**src/rtl/id_ex_stage.sv**
```systemverilog
// Decode-to-execute stage: drives regfile reads, resolves operands through EX/MEM/WB
// forwarding, detects load-use hazards and holds the ID/EX pipeline register.
module id_ex_stage #(
  parameter int DW = 16,
  parameter int AW = 4,
  parameter int CW = 8
) (
  input  logic          clk,
  input  logic          rst,
  input  logic          i_id_valid,
  input  logic [AW-1:0] i_id_rs1,
  input  logic [AW-1:0] i_id_rs2,
  input  logic [AW-1:0] i_id_rd,
  input  logic          i_id_use_rs1,
  input  logic          i_id_use_rs2,
  input  logic          i_id_rd_wr,
  input  logic          i_id_is_load,
  input  logic [CW-1:0] i_id_ctrl,
  output logic [AW-1:0] o_rf_rs1,
  output logic [AW-1:0] o_rf_rs2,
  input  logic [DW-1:0] i_rf_rs1_data,
  input  logic [DW-1:0] i_rf_rs2_data,
  input  logic [DW-1:0] i_ex_fwd_result,
  input  logic          i_exm_valid,
  input  logic          i_exm_rd_wr,
  input  logic          i_exm_is_load,
  input  logic [AW-1:0] i_exm_rd,
  input  logic [DW-1:0] i_exm_result,
  input  logic          i_wb_rf_wr,
  input  logic [AW-1:0] i_wb_rd,
  input  logic [DW-1:0] i_wb_wdata,
  input  logic          i_flush,
  input  logic          i_ex_stall,
  output logic          o_id_stall,
  output logic          o_id_rs1_neg,
  output logic          o_ex_valid,
  output logic          o_ex_rd_wr,
  output logic          o_ex_is_load,
  output logic [AW-1:0] o_ex_rd,
  output logic [DW-1:0] o_ex_rs1_val,
  output logic [DW-1:0] o_ex_rs2_val,
  output logic [CW-1:0] o_ex_ctrl,
  output logic [15:0]   o_stall_cnt
);

  logic          r_ex_valid;
  logic          r_ex_rd_wr;
  logic          r_ex_is_load;
  logic [AW-1:0] r_ex_rd;
  logic [DW-1:0] r_ex_rs1_val;
  logic [DW-1:0] r_ex_rs2_val;
  logic [CW-1:0] r_ex_ctrl;
  logic [15:0]   r_stall_cnt;

  logic          w_ex_fwd_en;
  logic          w_exm_fwd_en;
  logic          w_ex_ld;
  logic          w_exm_ld;
  logic          w_hazard;
  logic [DW-1:0] w_rs1_fwd;
  logic [DW-1:0] w_rs2_fwd;

  function automatic logic src_match(input logic use_s, input logic [AW-1:0] s,
                                     input logic [AW-1:0] d);
    return use_s && (s == d);
  endfunction

  assign o_rf_rs1     = i_id_rs1;
  assign o_rf_rs2     = i_id_rs2;
  assign w_ex_fwd_en  = r_ex_valid & r_ex_rd_wr & ~r_ex_is_load;
  assign w_exm_fwd_en = i_exm_valid & i_exm_rd_wr & ~i_exm_is_load;
  assign w_ex_ld      = r_ex_valid & r_ex_is_load & r_ex_rd_wr;
  assign w_exm_ld     = i_exm_valid & i_exm_is_load & i_exm_rd_wr;

  // A load result is not available until after MEM, so any consumer in its shadow must wait.
  assign w_hazard = i_id_valid &
      ((w_ex_ld & (src_match(i_id_use_rs1, i_id_rs1, r_ex_rd) |
                   src_match(i_id_use_rs2, i_id_rs2, r_ex_rd))) |
       (w_exm_ld & (src_match(i_id_use_rs1, i_id_rs1, i_exm_rd) |
                    src_match(i_id_use_rs2, i_id_rs2, i_exm_rd))));

  assign o_id_stall   = w_hazard | i_ex_stall;
  assign o_id_rs1_neg = w_rs1_fwd[DW-1];

  always_comb begin
    w_rs1_fwd = i_rf_rs1_data;
    if (w_ex_fwd_en && src_match(i_id_use_rs1, i_id_rs1, r_ex_rd)) begin
      w_rs1_fwd = i_ex_fwd_result;
    end else if (w_exm_fwd_en && src_match(i_id_use_rs1, i_id_rs1, i_exm_rd)) begin
      w_rs1_fwd = i_exm_result;
    end else if (i_wb_rf_wr && src_match(i_id_use_rs1, i_id_rs1, i_wb_rd)) begin
      w_rs1_fwd = i_wb_wdata;
    end else begin
      w_rs1_fwd = i_rf_rs1_data;
    end
  end

  always_comb begin
    w_rs2_fwd = i_rf_rs2_data;
    if (w_ex_fwd_en && src_match(i_id_use_rs2, i_id_rs2, r_ex_rd)) begin
      w_rs2_fwd = i_ex_fwd_result;
    end else if (w_exm_fwd_en && src_match(i_id_use_rs2, i_id_rs2, i_exm_rd)) begin
      w_rs2_fwd = i_exm_result;
    end else if (i_wb_rf_wr && src_match(i_id_use_rs2, i_id_rs2, i_wb_rd)) begin
      w_rs2_fwd = i_wb_wdata;
    end else begin
      w_rs2_fwd = i_rf_rs2_data;
    end
  end

  // Payload is left untouched on flush/bubble; only the qualifiers are cleared.
  always_ff @(posedge clk or posedge rst) begin
    if (rst) begin
      r_ex_valid   <= 1'b0;
      r_ex_rd_wr   <= 1'b0;
      r_ex_is_load <= 1'b0;
      r_ex_rd      <= {AW{1'b0}};
      r_ex_rs1_val <= {DW{1'b0}};
      r_ex_rs2_val <= {DW{1'b0}};
      r_ex_ctrl    <= {CW{1'b0}};
    end else if (i_flush) begin
      r_ex_valid   <= 1'b0;
      r_ex_rd_wr   <= 1'b0;
      r_ex_is_load <= 1'b0;
    end else if (i_ex_stall) begin
      r_ex_valid   <= r_ex_valid;
      r_ex_rd_wr   <= r_ex_rd_wr;
      r_ex_is_load <= r_ex_is_load;
    end else if (w_hazard) begin
      r_ex_valid   <= 1'b0;
      r_ex_rd_wr   <= 1'b0;
      r_ex_is_load <= 1'b0;
    end else begin
      r_ex_valid   <= i_id_valid;
      r_ex_rd_wr   <= i_id_valid & i_id_rd_wr;
      r_ex_is_load <= i_id_valid & i_id_is_load;
      r_ex_rd      <= i_id_rd;
      r_ex_rs1_val <= w_rs1_fwd;
      r_ex_rs2_val <= w_rs2_fwd;
      r_ex_ctrl    <= i_id_ctrl;
    end
  end

  always_ff @(posedge clk or posedge rst) begin
    if (rst) begin
      r_stall_cnt <= 16'd0;
    end else if (w_hazard && !i_flush && (r_stall_cnt != 16'hFFFF)) begin
      r_stall_cnt <= r_stall_cnt + 16'd1;
    end else begin
      r_stall_cnt <= r_stall_cnt;
    end
  end

  assign o_ex_valid   = r_ex_valid;
  assign o_ex_rd_wr   = r_ex_rd_wr;
  assign o_ex_is_load = r_ex_is_load;
  assign o_ex_rd      = r_ex_rd;
  assign o_ex_rs1_val = r_ex_rs1_val;
  assign o_ex_rs2_val = r_ex_rs2_val;
  assign o_ex_ctrl    = r_ex_ctrl;
  assign o_stall_cnt  = r_stall_cnt;

endmodule

```
**config.mk**
```make
export PLATFORM = sky130hd
export DESIGN_NAME = id_ex_stage
export DESIGN_NICKNAME = d
export VERILOG_FILES = /design/src/rtl/id_ex_stage.sv
export SDC_FILE = /design/constraint.sdc
export NUM_CORES = 1
export LEC_CHECK = 0
export ABC_CLOCK_PERIOD_IN_PS = 2800
export CELL_PAD_IN_SITES_DETAIL_PLACEMENT = 1
export CELL_PAD_IN_SITES_GLOBAL_PLACEMENT = 2
export CORE_ASPECT_RATIO = 1.5
export CORE_MARGIN = 4
export CORE_UTILIZATION = 25
export DETAILED_ROUTE_END_ITERATION = 6
export PLACE_DENSITY_LB_ADDON = 0.1
export SLEW_MARGIN = 25
export SYNTH_ARGS = -nofsm -noshare
export SYNTH_HDL_FRONTEND = slang
export SYNTH_SLANG_ARGS = --single-unit
```
**constraint.sdc**
```tcl
create_clock -name clk -period 2.8 [get_ports clk]
set_input_delay 0.42 -clock clk [delete_from_list [all_inputs] [get_ports clk]]
set_output_delay 0.42 -clock clk [all_outputs]
set_load 0.02 [all_outputs]
```
==> impl_metrics.py <==
metrics = {
    "run_status": {
        "outcome": "finished clean",
    },
    "pwr": {
        "irDropWorstVdd_v": 0.000207,
        "leakagePower_nw": 2.86,
        "p_clk_share_pct": 35.1,
        "switchingPower_mw": 0.953,
        "sequentialPowerShare_pct": 34.0,
        "switching_share_pct": 29.6,
        "power_density_nw_per_um2": 466,
        "combPwrFrac_pct": 30.9,
        "power.internal_mw": 2.26,
        "p_total_mw": 3.22,
    },
    "global_routing": {
        "antenna_found_initial": 0,
        "grt_first_pass_wirelength_um": 28000,
        "grt_pass1_vias": 4912,
        "grt_util_all_layers_pct": 18.9,
        "grt_max_degree": 33,
        "grt-ovfl-total": 0,
    },
    "finish": {
        "nNetsFinal": 795,
        "final_cell_mix": "189 x clkdlybuf4s50_1, 63 x dfrtp_1, 43 x nand2_1",
        "antennaDiodeCount": 0,
        "drive_gt1_share_pct": 17.8,
        "fill_cells": 1868,
        "final_common_cell": "clkdlybuf4s50_1",
        "synthToLayoutAreaGrowth_pct": 65.9,
    },
    "timing": {
        "fin_skew_ns": 0.0116,
        "rsz0062_at_grt": "true",
        "fin_crit_sh_pct": 99.3,
        "holdWs_ns": 0.468,
        "fmax_mhz": 360,
        "hold_viol": 0,
        "finalSetupViolations": 0,
        "drv_slew": 0,
        "fin_crit_ns": 2.78,
        "max_slew.worst_pin.slew_ns": 0.558,
        "slew_headroom_pct": 62.5,
    },
    "floorplan": {
        "fp-row-count": 57,
        "initial_utilization_pct": 25.6,
        "core_area_um2": 16300,
        "fp.dieW_um": 113,
        "fp.dieH_um": 166,
        "pin_count": 194,
        "dieArea_um2": 18800,
    },
    "critical_path": {
        "critPathKind": "in -> out",
        "required_ns": 2.38,
        "start_kind": "input port",
        "rr_worst_depth": 9,
        "r2r-end": "o_ex_rs2_val[13]",
        "critPathLaunch": "i_wb_rd[1]",
        "rrSetupSlack_ns": 0.52,
        "cp_max_fo": 3,
        "endpoint": "o_id_rs1_neg",
        "worstPathArrival_ns": 2.36,
        "crit_path_end_kind": "output port",
        "r2r_start": "o_ex_rd[0]",
    },
    "clock_network": {
        "tritoncts": "built",
        "clk_latency_ns": 0.33,
        "postCtsSetupBuffers": 0,
        "cts-root-buf": "clkbuf_16",
        "h-tree-depth": 3,
        "cts.path.max_buffers": 2,
        "clk_pin_slew_ns": 0.06,
        "cts_made_buffers": 9,
        "cts.sinks": 63,
    },
    "placed_design": {
        "numPortBuffers": 193,
        "gp_congestion": 0.859,
        "dpl.hpwl_um": 13700,
    },
    "yosys": {
        "netlist_instances": 457,
        "synth_top_family_by_area": "compound AO/OA/AOI/OAI gates",
        "yosys_warnings": 0,
        "syn_area_um2": 4160,
        "yosysSeqAreaShare_pct": 37.9,
        "syn-num-nets": 579,
        "synth_fa_ha_area_share_pct": 0.301,
        "synth_edf_count": 0,
        "synth-seq-cells": 63,
        "synth_compound_area_share_pct": 17.7,
        "synthSimpleGateAreaFrac_pct": 15.0,
        "synth.distinct_cells": 40,
        "async_flop_share_pct": 100,
        "synthFlopType": "dfrtp_1",
        "synthMuxAreaShare_pct": 13.1,
        "synth_xor_xnor_area_share_pct": 7.58,
        "syn_area_per_cell_um2": 9.10,
    },
    "routing": {
        "routed_via_density": 4.88,
        "routed_wl_um": 17700,
        "drtIter0Drc": 93,
        "drcViolationCount": 0,
        "num_vias": 4313,
        "dr.pass1.iters": 6,
        "routedWlPerCell_um": 20.1,
        "drtAntennaViolNets": 0,
    },
    "worst_hold_path": {
        "hold_class": "in -> async",
    },
    "run": {
        "maxCapViolations": 0,
    },
}
cells by family after synthesis:
group / Yosys count
compound gates: 106
xor+xnor: 36
fa+ha+maj: 1
buf+inv: 74
flops: 63
mux: 45
simple gates: 132
worst min path at each step:
| stage | end | slack (ns) | depth (start not counted) |
|---|---|---|---|
| 6_report | o_ex_ctrl[1] | 0.47 | 2 |
| 5_1_grt | o_ex_ctrl[1] | 0.52 | 2 |
| 4_1_cts | o_ex_ctrl[1] | 0.48 | 2 |
| 3_5_place_dp | o_stall_cnt[11] | 0.48 | 1 |
| 3_3_place_gp | o_stall_cnt[11] | 0.47 | 1 |
| 2_1_floorplan | o_ex_is_load | 0.55 | 1 |
Yosys cell counts, drive strengths merged (2+ instances only):
library cell / number / area share, %
dfrtp: 63 / 38
nor3: 29 / 3.5
buf: 18 / 3.3
o21ai: 33 / 4.0
inv: 40 / 3.6
xnor2: 22 / 4.6
nor2: 22 / 2.0
o31ai: 16 / 3.2
clkbuf: 16 / 1.5
a211oi: 32 / 5.8
nand4: 4 / 0.60
nor4: 5 / 0.75
a31oi: 17 / 2.6
and3: 3 / 0.45
nand2: 44 / 4.2
nor2b: 3 / 0.45
mux2: 45 / 13
or3: 4 / 0.60
a22o: 2 / 0.42
nand3: 14 / 1.8
xor2: 14 / 2.9
worst max-delay path, cell delays in order:
cell and delay [ns]:
clkdlybuf4s50_1 0.53, inv_1 0.07, a222oi_1 0.38, buf_4 0.19
a31oi_1 0.08, a211oi_1 0.25, o21ai_1 0.13, clkdlybuf4s15_2 0.29
flip-flops by register name, summed over array words and instances, names as in the netlist:
register	count
o_ex_valid	1
o_ex_rd_wr	1
o_ex_rs2_val	16
o_ex_rs1_val	16
o_ex_is_load	1
o_stall_cnt	16
o_ex_ctrl	8
o_ex_rd	4
stage by stage:
stage	instance area (µm²)	setup TNS [ns]	worst slack (ns)	utilization, %	cells
4_1_cts	6910	-0.00287	-0.00287	42.5	884
5_1_grt	6900	-0.0844	-0.0844	42.4	884
3_3_place_gp	6610	-5.48	-0.309	40.6	868
2_1_floorplan	4160	0	0.555	-	457
3_5_place_dp	6610	-6.18	-0.375	40.6	868
6_report	6900	0	0.0186	42.4	884
timing repair:
action | 4_1_cts | 5_1_grt
hold buffers | 0 | 0
pin swaps | 1 | 0
resized for setup | 7 | 2
setup endpoints to repair | 2 | 2
final cells by class:
cell class	count	area, µm²	share of cell area [%]
tap	206	258	3.74
clock inverter	6	68.8	0.997
inverter	40	150	2.18
multi-input combinational	320	2260	32.7
timing repair buffer	239	2360	34.2
clock buffer	10	229	3.32
sequential	63	1580	22.8
metal layers:
layer | part of all wire (%) | wire, µm | vias to the layer above | global-route usage (%)
met2 | 53 | 9450 | 119 | 34.5
met1 | 40 | 7170 | 2131 | 22.1
met5 | 0 | 0 | - | 0
li1 | - | - | 2046 | -
met4 | 2.1 | 374 | 0 | 5.39
met3 | 4.2 | 739 | 17 | 3.76
power groups by stage:
stage	Combinational, mW	Clock [mW]	Sequential (mW)
after floorplan	0.304	0	1.23
after global placement	0.996	0	1.11
after detailed placement	1.01	0	1.11
after CTS	1.01	1.19	1.10
after global routing	1.05	1.22	1.11
final	0.993	1.13	1.09
No activity file was read; power rests on OpenSTA's default activity.
